<file path="config.mk">
export PLATFORM = sky130hd
export DESIGN_NAME = flat_mem_ctrl
export DESIGN_NICKNAME = d
export VERILOG_FILES = /design/src/rtl/flat_mem_ctrl_pkg.sv /design/src/rtl/flat_mem_tag_pipe.sv /design/src/rtl/flat_mem_ctrl.sv
export SDC_FILE = /design/constraint.sdc
export NUM_CORES = 1
export LEC_CHECK = 0
export CAP_MARGIN = 25
export CORE_MARGIN = 1
export CORE_UTILIZATION = 40
export DETAILED_ROUTE_END_ITERATION = 7
export PLACE_DENSITY = 0.76
export SYNTH_ARGS = -nofsm -noshare
export SYNTH_HDL_FRONTEND = slang
export SYNTH_SLANG_ARGS = --single-unit
export TNS_END_PERCENT = 1
</file>
<file path="constraint.sdc">
create_clock -name clk -period 1.9 [get_ports clk]
set_input_delay 0.19 -clock clk [delete_from_list [all_inputs] [get_ports clk]]
set_output_delay 0.19 -clock clk [all_outputs]
set_load 0.005 [all_outputs]
</file>
<file path="src/rtl/flat_mem_ctrl_pkg.sv">
// Shared defaults, FSM encoding and tag payload for the flat image-memory controller.
package flat_mem_ctrl_pkg;

  localparam int unsigned IMWIDTH_DEF      = 240;
  localparam int unsigned IMHEIGHT_DEF     = 180;
  localparam int unsigned RD_LATENCY_DEF   = 4;
  localparam int unsigned WR_BURST_MAX_DEF = 8;
  localparam int unsigned COORD_W          = 8;

  typedef enum logic [1:0] {
    ST_IDLE  = 2'd0,
    ST_SCAN  = 2'd1,
    ST_DRAIN = 2'd2,
    ST_DONE  = 2'd3
  } scan_state_e;

  typedef struct packed {
    logic               valid;
    logic [COORD_W-1:0] x;
    logic [COORD_W-1:0] y;
  } pix_tag_t;

endpackage

</file>
<file path="src/rtl/flat_mem_tag_pipe.sv">
// Coordinate tag pipeline that freezes together with the RAM read pipeline on write cycles.
module flat_mem_tag_pipe
  import flat_mem_ctrl_pkg::*;
#(
  parameter int unsigned DEPTH = RD_LATENCY_DEF
) (
  input  logic     clk,
  input  logic     rst_n,
  input  logic     adv_i,
  input  pix_tag_t tag_i,
  output pix_tag_t tag_o,
  output logic     pix_valid_o,
  output logic     empty_next_o
);

  pix_tag_t stage_q [DEPTH];
  logic     adv_q;
  logic     pending;

  always_ff @(posedge clk or negedge rst_n) begin
    if (!rst_n) begin
      for (int i = 0; i < DEPTH; i++) stage_q[i] <= '0;
      adv_q <= 1'b0;
    end else begin
      adv_q <= adv_i;
      if (adv_i) begin
        stage_q[0] <= tag_i;
        for (int i = 1; i < DEPTH; i++) stage_q[i] <= stage_q[i-1];
      end
    end
  end

  // The last stage is always delivered in the cycle it arrives, so only earlier stages count as pending.
  always_comb begin
    pending = tag_i.valid;
    for (int i = 0; i < DEPTH - 1; i++) pending = pending | stage_q[i].valid;
    empty_next_o = ~pending;
  end

  assign tag_o       = stage_q[DEPTH-1];
  assign pix_valid_o = stage_q[DEPTH-1].valid & adv_q;

endmodule

</file>
<file path="src/rtl/flat_mem_ctrl.sv">
// Image RAM arbiter: write port versus raster scan reader with stall-aware pixel tagging.
// Optional fair arbitration enabled by defining FLAT_MEM_CTRL_FAIR_ARB_EN.
module flat_mem_ctrl
  import flat_mem_ctrl_pkg::*;
#(
  parameter int unsigned IMWIDTH    = IMWIDTH_DEF,
  parameter int unsigned IMHEIGHT   = IMHEIGHT_DEF,
  parameter int unsigned RD_LATENCY = RD_LATENCY_DEF
`ifdef FLAT_MEM_CTRL_FAIR_ARB_EN
  , parameter int unsigned WR_BURST_MAX = WR_BURST_MAX_DEF
`endif
) (
  input  logic               clk,
  input  logic               reset,
  input  logic               scanStart,
  output logic               scanBusy,
  output logic               scanDone,
  input  logic               wrReq,
  input  logic [COORD_W-1:0] wrX,
  input  logic [COORD_W-1:0] wrY,
  input  logic               wrData,
  output logic               wrAck,
  output logic [COORD_W-1:0] xAddressOut,
  output logic [COORD_W-1:0] yAddressOut,
  output logic               dataOutMem,
  output logic               write,
  input  logic               memDataIn,
  output logic               pixValid,
  output logic               pixData,
  output logic [COORD_W-1:0] pixX,
  output logic [COORD_W-1:0] pixY
);

  scan_state_e        state_q, state_d;
  logic [COORD_W-1:0] x_q, x_d, y_q, y_d;
  logic               force_scan, grant, scan_rd, last_pix, drain_done;
  pix_tag_t           tag_in, tag_out;

`ifdef FLAT_MEM_CTRL_FAIR_ARB_EN
  localparam int unsigned BW = $clog2(WR_BURST_MAX + 1);
  logic [BW-1:0] burst_q, burst_d;

  // Saturating count of back-to-back write grants; any non-write cycle clears it.
  always_comb begin
    burst_d = '0;
    if (grant) burst_d = (burst_q == BW'(WR_BURST_MAX)) ? burst_q : burst_q + BW'(1);
  end

  always_ff @(posedge clk or negedge reset) begin
    if (!reset) burst_q <= '0;
    else        burst_q <= burst_d;
  end

  assign force_scan = (state_q == ST_SCAN) && (burst_q >= BW'(WR_BURST_MAX));
`else
  assign force_scan = 1'b0;
`endif

  assign grant    = reset & wrReq & ~force_scan;
  assign scan_rd  = (state_q == ST_SCAN) & ~grant;
  assign last_pix = scan_rd && (x_q == COORD_W'(IMWIDTH - 1)) && (y_q == COORD_W'(IMHEIGHT - 1));

  assign wrAck       = grant;
  assign write       = grant;
  assign dataOutMem  = grant & wrData;
  assign xAddressOut = grant ? wrX : x_q;
  assign yAddressOut = grant ? wrY : y_q;

  // Raster counters advance only on issued scan reads.
  always_comb begin
    x_d = x_q;
    y_d = y_q;
    if (scan_rd) begin
      if (x_q == COORD_W'(IMWIDTH - 1)) begin
        x_d = '0;
        y_d = last_pix ? '0 : y_q + COORD_W'(1);
      end else begin
        x_d = x_q + COORD_W'(1);
      end
    end
  end

  always_ff @(posedge clk or negedge reset) begin
    if (!reset) begin
      x_q <= '0;
      y_q <= '0;
    end else begin
      x_q <= x_d;
      y_q <= y_d;
    end
  end

  always_ff @(posedge clk or negedge reset) begin
    if (!reset) state_q <= ST_IDLE;
    else        state_q <= state_d;
  end

  always_comb begin
    state_d = state_q;
    case (state_q)
      ST_IDLE:  if (scanStart)  state_d = ST_SCAN;
      ST_SCAN:  if (last_pix)   state_d = ST_DRAIN;
      ST_DRAIN: if (drain_done) state_d = ST_DONE;
      ST_DONE:                  state_d = ST_IDLE;
      default:                  state_d = ST_IDLE;
    endcase
  end

  always_comb begin
    scanBusy = 1'b0;
    scanDone = 1'b0;
    case (state_q)
      ST_SCAN, ST_DRAIN: scanBusy = 1'b1;
      ST_DONE:           scanDone = 1'b1;
      default: ;
    endcase
  end

  always_comb begin
    tag_in       = '0;
    tag_in.valid = scan_rd;
    tag_in.x     = x_q;
    tag_in.y     = y_q;
  end

  flat_mem_tag_pipe #(
    .DEPTH (RD_LATENCY)
  ) u_tag_pipe (
    .clk          (clk),
    .rst_n        (reset),
    .adv_i        (~grant),
    .tag_i        (tag_in),
    .tag_o        (tag_out),
    .pix_valid_o  (pixValid),
    .empty_next_o (drain_done)
  );

  assign pixX    = tag_out.x;
  assign pixY    = tag_out.y;
  assign pixData = memDataIn;

endmodule

</file>
### After elaboration in Yosys (flattened, before gate mapping)

Cells that the tools add are included.

| operators by class | value |
|---|---|
| bitwise gates (word level) | 8 |
| equality and inequality tests | 8 |
| muxes and demuxes | 10 |
| reduce and logical (&&, ||, !) cells | 6 |
| add/sub/neg operators | 2 |

Operators with widths:

| cell | count |
|---|---|
| $mux W8 | 4 |
| $add A8 B1 Y8 const B | 2 |
| $eq A8 B8 Y1 const B | 2 |
| $pmux W2 S4 | 1 |
| $mux W2 | 3 |
| $ne A2 B2 Y1 const B | 3 |
| $and A1 B1 Y1 | 4 |
| $eq A2 B2 Y1 const B | 2 |
| $or A1 B1 Y1 | 3 |
| $reduce_and A3 Y1 | 1 |
| $eq A2 B1 Y1 const B | 1 |
| $logic_and A1 B1 Y1 | 2 |
| $logic_not A2 Y1 | 1 |
| $mux W1 | 2 |
| $reduce_and A2 Y1 | 1 |
| $reduce_or A2 Y1 | 1 |
| $not A1 Y1 | 1 |

| storage, ports and cells | value |
|---|---|
| output and inout bits | 39 |
| input port bits | 22 |
| bits in registers | 87 |
| logic and storage cells | 50 |

### Depth between registers and ports, before layout

Gate-level depths: netlist of run 1.

| logic depth | value |
|---|---|
| depth in word-level cells | 8 |
| gate-level depth with buffers | 8 |
| gate-level depth less buffers | 7 |

### By module

Synthesis of run 1 repeated with hierarchy kept, for this count alone.

| second synthesis, totals | value |
|---|---|
| cell total of the unflattened synthesis | 284 |
| area total of the unflattened synthesis | 4002.6 um^2 |

By module, submodules not included:

| module | cells each | times used | sequential area each (um^2) | area each (um^2) |
|---|---|---|---|---|
| flat_mem_tag_pipe | 164 | 1 | 1726.7 | 2780.2 |
| flat_mem_ctrl | 120 | 1 | 450.4 | 1222.4 |

### Worst setup path after synthesis of run 1

Ideal clock, no wire load.

| timing path | value |
|---|---|
| path kind | register to register |
| start | register y_q[0] |
| end | register state_q[1] |
| library setup time | 0.125 ns |
| cell stages (with the launch flop) | 7 |
| path buffers | 0 |
| path slack | 0.094 ns |
| data required time | 1.775 ns |
| data arrival time | 1.681 ns |
| clock period less this slack | 1.806 ns |
| path through | dfrtp_1 ha_1 nand4_2 or4_4 o21ai_2 nand3_2 mux2_4 |

| on the way | value |
|---|---|
| cells in the longest elaborated chain, start to end | 4 |

RTL lines:

| item | line | text |
|---|---|---|
| start: declaration | flat_mem_ctrl.sv:35 | `logic [COORD_W-1:0] x_q, x_d, y_q, y_d;` |
| start signal: assignment | flat_mem_ctrl.sv:89 | `y_q <= y_d;` |
| $eq A8 B8 Y1 | flat_mem_ctrl.sv:61 | `assign last_pix = scan_rd && (x_q == COORD_W'(IMWIDTH - 1)) && (y_q == COORD_W'(IMHEIGHT - 1));` |
| $logic_and A1 B1 Y1 | flat_mem_ctrl.sv:61 |  |
| $ne A2 B2 Y1 (no source line) | -- |  |
| $reduce_and A3 Y1 (no source line) | -- |  |
| end signal: assignment | flat_mem_ctrl.sv:95 | `else state_q <= state_d;` |
| end: declaration | flat_mem_ctrl.sv:34 | `scan_state_e state_q, state_d;` |

Every way passes these cells.
A chain may end at the register's enable or synchronous reset.

### Worst setup path in the final report of run 1

| timing path | value |
|---|---|
| start | register state_q[0] |
| end | output scanBusy |

| on the way | value |
|---|---|
| cells in the longest elaborated chain, start to end | 3 |
| elaborated cells on any way between the ends | 4 |
| classes of those cells | 2 x eq/ne; 1 x mux; 1 x reduce/logical |

RTL lines:

| item | line | text |
|---|---|---|
| $eq A2 B1 Y1 / $eq A2 B2 Y1 (equally long branches) | flat_mem_ctrl.sv:112 | `case (state_q)` |
| $reduce_or A2 Y1 * | flat_mem_ctrl.sv:112 |  |
| $mux W1 * | flat_mem_ctrl.sv:112 |  |
| end: declaration | flat_mem_ctrl.sv:16 | `output logic scanBusy,` |

Every way passes the cells marked *; elsewhere a longest branch is shown, timed or not.

==> impl_results.md, run 1 <==
- Status: finished clean
- # H-tree levels: 3
- First-pass GRT wire length: 12,900 um
- CTS tree: built
- Cts bufs inserted: 9
- Simple-Gate Fraction of Synth Area: 29.7%
- Die footprint: 10,100 sq um
- Post-Synth XOR/XNOR Area: 1.13%
- 1st-iter DRT viols: 152
- Setup crit start kind: register
- Largest net degree at the start of global routing: 76
- Synth Cell Area: 3870 sq um
- Worst-path maximum fanout: 4
- CP Capture Type: output pin
- Synth Flop Type: dfrtp_1
- Setup TNS: 0 ns
- Mux contribution to synthesized area: 1.23%
- Chip Height: 100 um
- Synth Warn #: 0
- Rel. slew slack: 38.1%
- IO Count: 61
- Initial antenna violation count: 0
- Synth Area in Adders: 2.27%
- GRT Overall Usage: 16.3%
- WP data arrival: 1.65 ns
- Highest Clock Rate: 0.543 GHz
- Routed len/inst: 12.2 um
- Leak pwr: 0.00258 uW
- Share of cells above drive strength 1: 10.4%
- Unique masters post-synth: 38
- Vias in the first global route: 2,821
- Layout area overhead: 25.1%
- Global route overflow: 0
- Final period util: 96.9%
- # clock sinks: 87
- Yosys reg bits: 87
- Vias per inst: 4.71
- Worst Skew: 0.00855 ns
- Minimum clock period: 1.84 ns
- Drt first pass iters: 4
- Worst-Margin Slew: 0.928 ns
- Port bufs: 58
- CORE AREA: 9280 sq um
- VDD IR max: 0.000508 V
- Max-cap viol count: 0
- # setup viols final: 0
- Final hold vios: 0
- Clock transition at path regs: 0.09 ns
- Ant diodes: 0
- Top cells by area, synth: dfrtp_1 56%, nand2_1 24%, buf_4 3.5%, ha_1 2.3%, clkbuf_1 1.3%
- ANT nets after route: 0
- Fin. max-slew vios: 0
- Clock root buffer: clkbuf_8
- Cells after synthesis: 445
- Cell area after placement: 4530 sq um
- Post-synthesis compound-gate area fraction: 3.50%
- Largest family of logic cells by synthesized area: simple AND/OR/NAND/NOR gates
- Cells on worst reg2reg path: 6
- Clk buf depth: 2
- Layout Nets: 525
- PwrDens: 1000 nW/um^2
- Finished Cell Area: 4840 sq um
- Die width: 100 um
- Via count: 2,967
- Post-synth EDFFs: 0
- RSZ-0062 raised after global routing: false
- Mapped Nets: 474
- Hold Crit Class: in2async
- Req. time, crit path: 1.71 ns
- Asr flop ratio synth: 100%
- Cell Rows: 35
- Initial Utilization: 41.6%
- Register area share after synthesis: 56.3%
- DRC viols: 0
- DRT Wirelength: 7710 um
- Worst-skew pair later-pin latency: 0.35 ns
- Gp weighted congestion: 0.842
- Top cell type's share of synthesized area: 56.3%
- Post-synth top area cell: dfrtp_1
- Hpwl dp: 5300 um
- Critical path type: reg2out
- Final Core Density: 52.1%
- Syn_area_per_cell: 8.69 sq um
[cells in the final DEF (no fill, tap or decap), types with 3 or more instances in the layout]
| cell | netlist | layout |
|---|---|---|
| nor2_1 | 9 | 9 |
| clkdlybuf4s50_1 | 0 | 56 |
| a21o_1 | 3 | 3 |
| nand4_1 | 6 | 6 |
| ha_1 | 7 | 6 |
| clkbuf_8 | 0 | 9 |
| dfrtp_1 | 87 | 87 |
| o21ai_0 | 8 | 8 |
| xor2_1 | 3 | 3 |
| nand2_1 | 248 | 247 |
| buf_4 | 18 | 17 |
| bufinv_16 | 0 | 3 |
| nand3_1 | 3 | 3 |
[timing repair]
item | in CTS | in global routing
hold buffers | 1 | 0
hold endpoints to repair | 12 | 0
buffers inserted | 0 | 1
endpoints found under the setup margin | 0 | 25
resized for setup | 0 | 6
[synth_stat cells (2+ instances only)]
cell type	n
dfrtp_1	87
nor3_1	2
nor2_1	9
and3_1	3
mux2_2	2
nand3_1	3
nand4_1	6
clkbuf_1	13
xor2_1	3
buf_2	4
nand2_1	248
a21o_1	3
xnor2_1	2
buf_1	3
ha_1	7
o21ai_0	8
and2_1	2
inv_1	3
buf_4	18
[per-stage QoR]
stage | hold WS [ns] | std cells | worst slack (ns) | power (uW)
after detailed placement | 0.0718 | 611 | 0.0244 | 3310
after CTS | 0.157 | 628 | 0.0173 | 4900
final | 0.116 | 630 | 0.0584 | 4860
after global routing | 0.212 | 630 | 0.00395 | 5130
after global placement | 0.0668 | 611 | 0.0298 | 3260
after floorplan | -0.106 | 445 | 0.0941 | 2900
[logic make-up after synthesis]
group	Yosys count
buffers and inverters	41
AO/OA/AOI/OAI	19
XOR/XNOR	5
AND/OR/NAND/NOR	282
adder cells (fa/ha/maj)	7
multiplexers	4
flip-flops	87
[final timing paths]
check                                     from                      to  slack, ns
setup / recovery                    state_q[0]                scanBusy       0.06
hold / removal                           reset  u_tag_pipe.stage_q[67]       0.12
setup reg to reg                        y_q[0]              state_q[1]       0.07
hold reg to reg            u_tag_pipe.tag_o[6]     u_tag_pipe.tag_o[6]       0.47
max in group asynchronous                reset                  x_q[4]       1.10
min in group clk                         reset                  x_q[1]       0.21
[worst max-delay path, stage by stage, from the launching register on]
cell             delay, ns
dfrtp_1               0.41
inv_2                 0.08
ha_1                  0.30
clkdlybuf4s50_1       0.51
[flip-flops by register name (all words and copies together) (netlist names)]
name / cells
u_tag_pipe.tag_o: 17
y_q: 8
x_q: 8
u_tag_pipe.stage_q: 51
state_q: 2
u_tag_pipe.adv_q: 1
[layout make-up]
cell class              instances  area, sq um
flip-flops and latches         87         2180
well taps                     129          161
multi-input cells             317         1470
inverters                       3         13.8
fillers                       875         4450
clock buffers                   9          124
repair buffers                 78          767
clock inverters                 7          126
[power by group]
part / leakage [uW] / total, uW / internal (uW) / switching (uW)
Clock: 0.000122 / 1580 / 891 / 688
Sequential: 0.00115 / 2420 / 2170 / 247
Combinational: 0.00131 / 860 / 455 / 405
Total: 0.00258 / 4860 / 3520 / 1340
[layer usage]
layer	GRT usage [%]	share of wire, %
met3	2.30	3.2
met5	0	0
met4	7.92	1.5
met2	26.2	48
met1	21.8	47
Power figures use the tool's default switching activity.
==> run 2: changes to the inputs <==
--- a/config.mk
+++ b/config.mk
@@ -8,6 +8,7 @@
 export CAP_MARGIN = 25
 export CORE_MARGIN = 1
 export CORE_UTILIZATION = 40
+export CTS_CLUSTER_DIAMETER = 80
 export DETAILED_ROUTE_END_ITERATION = 7
 export PLACE_DENSITY = 0.76
 export SYNTH_ARGS = -nofsm -noshare
==> results of run 2 <==
The final DEF is identical to that of run 1; final timing and power are the same.
==> edit: new RTL, config.mk and constraints of run 1 <==
Change the package constant `RD_LATENCY_DEF` from 4 to 16.
--- a/src/rtl/flat_mem_ctrl_pkg.sv
+++ b/src/rtl/flat_mem_ctrl_pkg.sv
@@ -5,3 +5,3 @@
   localparam int unsigned IMHEIGHT_DEF     = 180;
-  localparam int unsigned RD_LATENCY_DEF   = 4;
+  localparam int unsigned RD_LATENCY_DEF   = 16;
   localparam int unsigned WR_BURST_MAX_DEF = 8;
Formal check against the unedited RTL: not equivalent (a bounded check fails within 10 cycles, from zero or initial values and one cycle with reset low).
==> edit against run 1 <==
  * Synthesized cell count rose to 2.9 times the old value
  * Routed wire length rose to 2.7 times the old value
  * Setup slack worse by 12 ps
  * Largest power group unchanged
  * Critical path type unchanged
  * Sequential cell count up 204
  * Highest routed layer unchanged
  * Critical path depth up 1
  * Total power rose to 3.2 times the old value
  * Area after synthesis rose to 3.0 times the old value
  * Critical endpoint is now xAddressOut[5]
  * Cell area rose to 2.9 times the old value
==> edit: results <==
set metrics [dict create \
    routed_wl_mm 20.7 \
    worstHoldPathType "in -> reg" \
    drt-pass1-iter-count 5 \
    cts.htree.levels 1 \
    grt_max_degree 138 \
    slew_headroom_pct 41.4 \
    cp_max_fo 5 \
    fillers 2546 \
    dp_cells 1717 \
    grtUsageTotal_pct 14.8 \
    yosys.cell_types.count 36 \
    grt_first_pass_wirelength_mm 36.1 \
    syn_area_per_cell_um2 8.74 \
    hpwl_mm 12.0 \
    vias 8156 \
    peakVddDrop_mv 0.801 \
    grt_pass1_vias 7807 \
    diodes 0 \
    status "finished, final reports clean" \
    drtIter0Drc 633 \
    setup_viol 0 \
    skew_ps 10.2 \
    clk_path_buf_depth 3 \
    viasPerCell 4.60 \
    cts_buffers 29 \
    p_leak_uw 0.00774 \
    nets 1401 \
    largest_reg_flops 255 \
    drive_gt1_share_pct 9.25 \
    insertion_delay_ps 530 \
    syn-num-nets 1339 \
]
## edit: timing repair
item,CTS,global route
pin swaps,0,1
hold endpoints to repair,220,0
hold buffers,2,0
gates cloned,0,0
gates resized for setup,8,15
setup endpoints to repair,18,14
setup buffers,1,0
## edit: tightest hold or removal path, stage by stage
cell and delay, ps:
buf_8 120, nand2_4 110, nand2_1 110, nand2_1 60
## edit: stage by stage
stage          instance area [um2]  hold slack (ps)  setup TNS [ps]
3_3_place_gp                 12700             10.8           -3.52
3_5_place_dp                 12700             11.3            -161
2_1_floorplan                11500             -106           -7.28
6_report                     13800              103               0
5_1_grt                      13800              128           -39.5
4_1_cts                      13800              100               0
## edit: logic make-up (layout without fill, tap and decap cells)
family / Yosys count / after routing / share of synthesized area [%]
and+or+nand+nor: 904 / 904 / 30.4
muxes: 3 / 3 / 0.328
adders and majority gates: 6 / 6 / 0.655
xor gates and xnor gates: 8 / 8 / 0.612
AOI/OAI and AO/OA: 14 / 14 / 0.994
buffers and inverters: 85 / 168 / 3.51
DFF: 291 / 291 / 63.6
## edit: path summary, 6_finish.rpt
kind | start | to | slack, ps | cells after the start
setup reg to reg | state_q[1]$_DFFE_PN0P_ | state_q[1]$_DFFE_PN0P_ | 50 | 7
max in group asynchronous | reset | u_tag_pipe.stage_q[124]$_DFFE_PN0N_ | 510 | 3
hold reg to reg | u_tag_pipe.tag_o[16]$_DFFE_PN0N_ | u_tag_pipe.tag_o[16]$_DFFE_PN0N_ | 460 | 2
hold / removal | reset | u_tag_pipe.stage_q[245]$_DFFE_PN0N_ | 100 | 4
min in group asynchronous | reset | u_tag_pipe.stage_q[253]$_DFFE_PN0N_ | 210 | 2
setup / recovery | x_q[5]$_DFFE_PN0P_ | xAddressOut[5] | 50 | 4
## edit: where the power goes
part | switching [uW] | leakage, uW | total [uW] | internal [uW]
Combinational | 1040 | 0.00325 | 1960 | 927
Sequential | 400 | 0.00398 | 7270 | 6870
Clock | 2340 | 0.000504 | 6120 | 3780
## edit: area by class of cell
cell class	count	area, um2	share of cell area (%)
sequential	291	7290	52.8
multi-input combinational	935	3830	27.7
timing repair buffer	112	1150	8.36
clock buffer	39	843	6.10
tap	378	473	3.42
clock inverter	13	204	1.48
inverter	4	22.5	0.163
## edit: metal layers
metal  GRT usage (%)  wire, um  up-vias
met5               0         0        -
met4            3.84       399        0
met3            2.32       735       35
met2            24.8      9930      145
met1            20.1      9590     3882
li1                -         -     4094
